<file path="config.mk">
export PLATFORM = sky130hd
export DESIGN_NAME = shiftreg_ctrl
export DESIGN_NICKNAME = d
export VERILOG_FILES = /design/src/rtl/shiftreg_pkg.sv /design/src/rtl/shiftreg_ctrl.sv
export SDC_FILE = /design/constraint.sdc
export NUM_CORES = 1
export LEC_CHECK = 0
export ABC_AREA = 1
export ABC_CLOCK_PERIOD_IN_PS = 3200
export CAP_MARGIN = 20
export CORE_UTILIZATION = 57
export CTS_CLUSTER_SIZE = 28
export DETAILED_ROUTE_END_ITERATION = 8
export PLACE_DENSITY = 0.87
export SLEW_MARGIN = 10
export SYNTH_ARGS = -nofsm -noshare
export SYNTH_HDL_FRONTEND = slang
export SYNTH_SLANG_ARGS = --single-unit
</file>
<file path="constraint.sdc">
create_clock -name clk -period 3.2 [get_ports clk]
set_input_delay 0.32 -clock clk [delete_from_list [all_inputs] [get_ports clk]]
set_output_delay 0.32 -clock clk [all_outputs]
set_load 0.01 [all_outputs]
</file>
<file path="src/rtl/shiftreg_pkg.sv">
// Shared types and constants for the delay-line flow controller.
package shiftreg_pkg;

  localparam int unsigned DefaultDepth = 20000;
  localparam int unsigned DefaultWidth = 8;
  localparam int unsigned StatsWidth   = 16;

  typedef enum logic [1:0] {
    StFill,
    StStream,
    StFlush
  } state_e;

endpackage

</file>
<file path="src/rtl/shiftreg_ctrl.sv">
// Valid/ready flow controller for an external lockstep delay line.
// Optional stall counter output when SHIFTREG_CTRL_STATS_EN is defined.
module shiftreg_ctrl
  import shiftreg_pkg::*;
#(
  parameter int unsigned DEPTH = DefaultDepth,
  parameter int unsigned W     = DefaultWidth,
  parameter int unsigned CW    = $clog2(DEPTH + 1)
) (
  input  logic          clk,
  input  logic          rst_n,
  input  logic          in_valid,
  output logic          in_ready,
  input  logic [W-1:0]  in_data,
  output logic          out_valid,
  input  logic          out_ready,
  output logic [W-1:0]  out_data,
  input  logic          flush_req,
  output logic          flush_busy,
  output logic [CW-1:0] valid_cnt,
  output logic          line_shift_en,
  output logic [W-1:0]  line_data_in,
  input  logic [W-1:0]  line_data_out
`ifdef SHIFTREG_CTRL_STATS_EN
  ,
  output logic [StatsWidth-1:0] stall_cnt
`endif
);

  localparam logic [CW-1:0] DepthC = CW'(DEPTH);
  localparam logic [CW-1:0] One    = CW'(1);

  state_e        state_q, state_d;
  logic [CW-1:0] head_gap_q, head_gap_d;
  logic [CW-1:0] valid_q, valid_d;
  logic [CW-1:0] tail_gap_q, tail_gap_d;
  logic          shift;
  logic          flush_done;

  always_ff @(posedge clk or negedge rst_n) begin
    if (!rst_n) begin
      state_q    <= StFill;
      head_gap_q <= DepthC;
      valid_q    <= '0;
      tail_gap_q <= '0;
    end else begin
      state_q    <= state_d;
      head_gap_q <= head_gap_d;
      valid_q    <= valid_d;
      tail_gap_q <= tail_gap_d;
    end
  end

  // Last valid byte leaves the line on this edge.
  assign flush_done = (state_q == StFlush) && shift && (head_gap_q == '0) && (valid_q == One);

  always_comb begin
    state_d    = state_q;
    head_gap_d = head_gap_q;
    valid_d    = valid_q;
    tail_gap_d = tail_gap_q;
    case (state_q)
      StFill: begin
        if (shift) begin
          head_gap_d = head_gap_q - One;
          valid_d    = valid_q + One;
          if (head_gap_q == One) state_d = StStream;
        end
        if (flush_req && (valid_d != '0)) state_d = StFlush;
      end
      StStream: begin
        if (flush_req && (valid_q != '0)) state_d = StFlush;
      end
      StFlush: begin
        if (shift) begin
          tail_gap_d = tail_gap_q + One;
          if (head_gap_q != '0) begin
            head_gap_d = head_gap_q - One;
          end else begin
            valid_d = valid_q - One;
          end
        end
        if (flush_done) begin
          state_d    = StFill;
          head_gap_d = DepthC;
          tail_gap_d = '0;
        end
      end
      default: state_d = StFill;
    endcase
  end

  always_comb begin
    in_ready     = 1'b0;
    out_valid    = 1'b0;
    shift        = 1'b0;
    line_data_in = '0;
    case (state_q)
      StFill: begin
        in_ready     = 1'b1;
        line_data_in = in_data;
        shift        = in_valid;
      end
      StStream: begin
        in_ready     = out_ready;
        out_valid    = in_valid;
        line_data_in = in_data;
        shift        = in_valid && out_ready;
      end
      StFlush: begin
        // Bubbles at the head are pushed out without involving the consumer.
        if (head_gap_q != '0) begin
          shift = 1'b1;
        end else begin
          out_valid = 1'b1;
          shift     = out_ready;
        end
      end
      default: ;
    endcase
  end

  assign out_data      = line_data_out;
  assign line_shift_en = shift;
  assign flush_busy    = (state_q == StFlush);
  assign valid_cnt     = valid_q;

`ifdef SHIFTREG_CTRL_STATS_EN
  logic [StatsWidth-1:0] stall_q;

  always_ff @(posedge clk or negedge rst_n) begin
    if (!rst_n) begin
      stall_q <= '0;
    end else if (flush_done) begin
      stall_q <= '0;
    end else if (in_valid && !in_ready && (stall_q != '1)) begin
      stall_q <= stall_q + StatsWidth'(1);
    end
  end

  assign stall_cnt = stall_q;
`endif

endmodule

</file>
Word-level counts from Yosys, hierarchy flattened:

Cells that the tools add are included.

* register bits: 32
* latch bits: 0
* memory bits (writable): 0
* ROM bits: 0
* output and inout port bits: 35
* memories: 0

* add/sub/neg operators: 3
* multipliers: 0
* div/mod/pow operators: 0
* magnitude comparators: 0
* eq/ne operators: 13
* shifts and indexed selects: 0
* muxes and demuxes: 22
* bitwise logic cells: 0
* reductions and logical operators: 16

Operators by type and width (number)
* 2-to-1 mux 15 bit: 8
* one-hot mux 15 bit (2 select lines): 2
* nonzero test 15 bit: 3
* equality test 15 x 1 -> 1 bit, second input constant: 2
* subtractor 15 x 1 -> 15 bit, second input constant: 2
* adder 15 x 1 -> 15 bit, second input constant: 1
* zero test 15 bit: 1
* 2-to-1 mux 2 bit: 5
* 2-to-1 mux 8 bit: 1
* AND reduction 4 bit: 2
* logical AND 1 bit: 6
* inequality test 2 bit, second input constant: 3
* inequality test 3 x 1 -> 1 bit, second input constant: 2
* inequality test 3 bit, second input constant: 2
* one-hot mux 2 bit (3 select lines): 1
* inequality test 2 x 1 -> 1 bit, second input constant: 2
* one-hot mux 1 bit (2 select lines): 2
* one-hot mux 1 bit (3 select lines): 1
* AND reduction 3 bit: 1
* equality test 2 x 1 -> 1 bit, second input constant: 1
* equality test 2 bit, second input constant: 1
* zero test 2 bit: 1
* 2-to-1 mux 1 bit: 2
* nonzero test 2 bit: 1
* OR reduction 2 bit: 1

Longest topological paths before layout:

* depth after elaboration: 9
* gate-level depth with buffers: 20

Worst setup path after synthesis:

No wires, ideal clock.

* path type: register to register
* from: reg state_q[1]
* to: reg head_gap_q[12]
* data arrival time: 2.010 ns
* data required time: 3.061 ns
* slack: 1.051 ns
* cell stages (with the launch flop): 16
* period minus slack after synthesis: 2.149 ns
* cell sequence: dfrtp_1 > inv_1 > ha_1 > inv_2 > o21ai_1 > nand2_1 > nand2_4 > nand2_4 > inv_2 > nand3b_4 > nand2_4 > nand2_2 > nor2_4 > nand2_2 > nor3_2 > nor3_1

* longest elaborated chain between the ends: 7

Ends and longest elaborated chain
* start: declaration: RTL line shiftreg_ctrl.sv:33 `state_e state_q, state_d;`
* start signal: assignment: RTL line shiftreg_ctrl.sv:42 `state_q <= StFill;`
* start signal: assignment: RTL line shiftreg_ctrl.sv:47 `state_q <= state_d;`
* equality test 2 bit, or another cell as far along: RTL line shiftreg_ctrl.sv:98 `case (state_q)`
* one-hot mux 1 bit (3 select lines) *: RTL line shiftreg_ctrl.sv:98
* via line_shift_en: RTL line shiftreg_ctrl.sv:21 `output logic line_shift_en,`
* logical AND 1 bit (3 in series): RTL line shiftreg_ctrl.sv:55 `assign flush_done = (state_q == StFlush) && shift && (head_gap_q == '0) && (valid_q == One);`
* inequality test 3 x 1 -> 1 bit (no line) / 2-to-1 mux 15 bit (equally long branches)
* AND reduction 4 bit (no line) / one-hot mux 15 bit (2 select lines) (equally long branches)
* end signal: assignment: RTL line shiftreg_ctrl.sv:43 `head_gap_q <= DepthC;`
* end signal: assignment: RTL line shiftreg_ctrl.sv:48 `head_gap_q <= head_gap_d;`
* end: declaration: RTL line shiftreg_ctrl.sv:34 `logic [CW-1:0] head_gap_q, head_gap_d;`

The timed path passes the listed nets; every way through them passes the cells marked *.
A chain may end at the register's enable or synchronous reset.

Worst setup path after layout:

* from: reg state_q[0]
* to: out line_shift_en

* longest elaborated chain between the ends: 2

Ends and longest elaborated chain (RTL line)
* equality test 2 bit, or another cell as far along: shiftreg_ctrl.sv:98
* one-hot mux 1 bit (3 select lines) *: shiftreg_ctrl.sv:98
* end: declaration: shiftreg_ctrl.sv:21

Mark *: on every way between the ends. The rest lies on a longest branch, timed or not.

==> results.sh <==
export IMPL_whs_ps=425
export IMPL_n_antenna_cell=0
export IMPL_grt_use_met3_pct=4.14
export IMPL_async_reset_ff_share_pct=100
export IMPL_grt_max_degree=33
export IMPL_crit_family="buffers and inverters"
export IMPL_busiest_layer="met2"
export IMPL_synth_area_leader_cell="dfrtp_1"
export IMPL_die_w_um=73.2
export IMPL_drt_total_wl_mm=7.45
export IMPL_grt_pass1_wl_mm=12.2
export IMPL_critPathSlowestCell="clkdlybuf4s50_1"
export IMPL_yosysSeqAreaShare_pct=27.9
export IMPL_rsz0062_at_grt="false"
export IMPL_relSlewSlack_pct=57.2
export IMPL_syn_nets=454
export IMPL_drive_gt1_share_pct=14.7
export IMPL_numCtsBuffers=5
export IMPL_vdd_drop_max_mv=0.641
export IMPL_slew_viol_final=0
export IMPL_gr_total_overflow=0
export IMPL_p_leak_nw=1.54
export IMPL_drtIter0Drc=321
export IMPL_power_density_nw_per_um2=1090
export IMPL_grt_use_met1_pct=40.6
export IMPL_avgSynthCellArea_um2=6.85
export IMPL_ys_top_cells_by_count="nand2_1, nor2_1, inv_1"
export IMPL_syn_area_um2=2890
export IMPL_endpoint_kind="output pin"
export IMPL_via_per_inst=5.58
export IMPL_min_period_ps=2820
export IMPL_io_pins=56
export IMPL_firstDrtPassIters=6
export IMPL_start_util_pct=60.1
export IMPL_place_gp_congestion=0.911
export IMPL_path_depth=9
export IMPL_ff2ff_path_depth=14
export IMPL_std_cell_rows=25
export IMPL_crit_type="reg -> out"
export IMPL_finalClockSkew_ps=7.50
export IMPL_synth_top_cell_area_share_pct=23.4
export IMPL_coreArea_um2=4820
export IMPL_grt_use_total_pct=29.8
export IMPL_cts_tree="yes"
export IMPL_portBuffers=39
export IMPL_path_max_fanout=17
export IMPL_path_clk_slew_ps=70
export IMPL_synth_most_common_cell="nand2_1"
export IMPL_synth_edff_count=0
export IMPL_hold_viol=0
export IMPL_grt_pass1_vias=2678
export IMPL_cts_root_buffer="clkbuf_8"
export IMPL_critPathRequiredTime_ps=2880
export IMPL_die_area_um2=5360
export IMPL_cts_resized_gates=0
export IMPL_nets=486
export IMPL_finalCritPeriodShare_pct=88.3
export IMPL_clock_fmax_ghz=0.354
export IMPL_maxCapViolations=0
export IMPL_synth_cell_type_count=34
export IMPL_critical_path_buf_inv_count=4
export IMPL_drc=0
export IMPL_holdBufCountCts=0
export IMPL_clkSinkCount=32
export IMPL_synth_warnings=0
export IMPL_postCtsSetupRepairBufs=0
export IMPL_cp_arrival_ps=2500
export IMPL_dr_total_vias=2915
export IMPL_hold_class="in -> async"
export IMPL_tns_ps=0
export IMPL_routedWlPerCell_um=14.3
export IMPL_die_h_um=73.2
export IMPL_start_kind="register"
export IMPL_dp_hpwl_mm=5.56
export IMPL_post_route_util_pct=70.2
export IMPL_worstMarginPinSlew_ps=640
export IMPL_syn_to_final_growth_pct=16.8
export IMPL_setup_viol_count_final=0
export IMPL_crit_chain="inv_1, ha_1, inv_2, o21ai_1, nand2_1, nand2_4, nand2_4, inv_2, clkdlybuf4s50_1"
export IMPL_yosys_top_cells_area="dfrtp_1, nand2_1, nor2_1"
export IMPL_antenna_found_initial=0
export IMPL_ant_nets=0
export IMPL_use_met2_pct=48.7
export IMPL_ctsHtreeMaxLevel=2
export IMPL_ys_ff_latch=32
export IMPL_synth_ff_type="dfrtp_1"
export IMPL_clk_latency_ps=290
export IMPL_syn_inst=422
export IMPL_status="completed"
export IMPL_critical_path_max_stage_delay_ps=580
export IMPL_cts_buffer_depth=2
## path summary, 6_finish.rpt
check / startpoint / end / slack [ps]
worst max-delay path: state_q[0] / line_shift_en / 380
worst min-delay path: rst_n / valid_cnt[8] / 430
min in group clk: head_gap_q[14] / head_gap_q[14] / 510
worst min register to register: head_gap_q[14] / head_gap_q[14] / 510
worst max register to register: state_q[0] / valid_cnt[3] / 410
max in group asynchronous: rst_n / head_gap_q[10] / 2450
## cell type report
class                   count  area, um^2
multi-input cells         313        1740
fillers                   400        1440
flip-flops and latches     32         807
clock inverters             2        35.0
clock buffers               6        72.6
repair buffers             43         420
inverters                  59         221
well taps                  67        83.8
## registers in the layout (all words and copies together) (netlist names)
signal      flops
state_q         2
head_gap_q     15
valid_cnt      15
## stage by stage
stage	setup slack, ps	area [um^2]	total power [mW]	cells
global route	112	3380	3.99	522
finish	375	3380	3.68	522
detailed placement	420	3270	3.23	514
global placement	537	3270	3.15	514
floorplan	1050	2890	2.55	422
CTS	419	3380	3.64	522
## worst register-to-register path: stages, from the launching register on
cell and delay (ps):
dfrtp_1 410, inv_1 100, ha_1 290, inv_2 50, o21ai_1 120, nand2_1 120
nand2_4 210, nand2_4 180, inv_2 160, nand2_1 100, nand2_1 370, inv_2 230
a31oi_1 190, o21ai_0 100, o21ai_0 80
## cell usage in the layout, fill, tap and decap left out
cell / count
a21oi_1: 15
inv_2: 11
clkinv_2: 1
xor2_1: 16
buf_4: 4
o21ai_1: 5
a21boi_0: 1
nand2_2: 10
nor2_1: 49
bufinv_16: 1
nand2_4: 3
nand3b_1: 1
nand3_2: 9
clkdlybuf4s50_1: 39
o22ai_1: 4
a22oi_1: 1
nand4_1: 7
o31ai_1: 1
nor2_2: 9
a32oi_1: 1
dfrtp_1: 27
clkbuf_1: 1
inv_1: 48
ha_1: 11
clkbuf_8: 5
xnor2_1: 2
nand2_1: 85
o211ai_1: 2
nor2_4: 5
o21ai_0: 26
dfstp_2: 5
nor3_2: 3
nand3b_4: 1
a31oi_1: 7
nor3_1: 11
nand3_1: 28
## cells by family (layout without fill, tap and decap cells)
family / count (synthesis) / count (layout) / share of synthesized area [%]
AOI/OAI and AO/OA: 63 / 63 / 11.9
xor gates and xnor gates: 18 / 18 / 5.45
adders and majority gates: 11 / 11 / 4.76
buffers and inverters: 77 / 110 / 12.0
DFF: 32 / 32 / 27.9
and+or+nand+nor: 221 / 221 / 38.0
## metal layers
metal	part of all wire, %	up-vias	wire (um)
met4	1.4	0	108
met3	8.1	16	606
met1	45	1334	3330
met5	0	-	0
met2	46	140	3410
li1	-	1425	-
## power by group
group | switching [mW] | internal, mW
Combinational | 1.50 | 0.901
Clock | 0.163 | 0.231
Sequential | 0.274 | 0.612
Note: power is estimated with default switching activity, not from simulation.
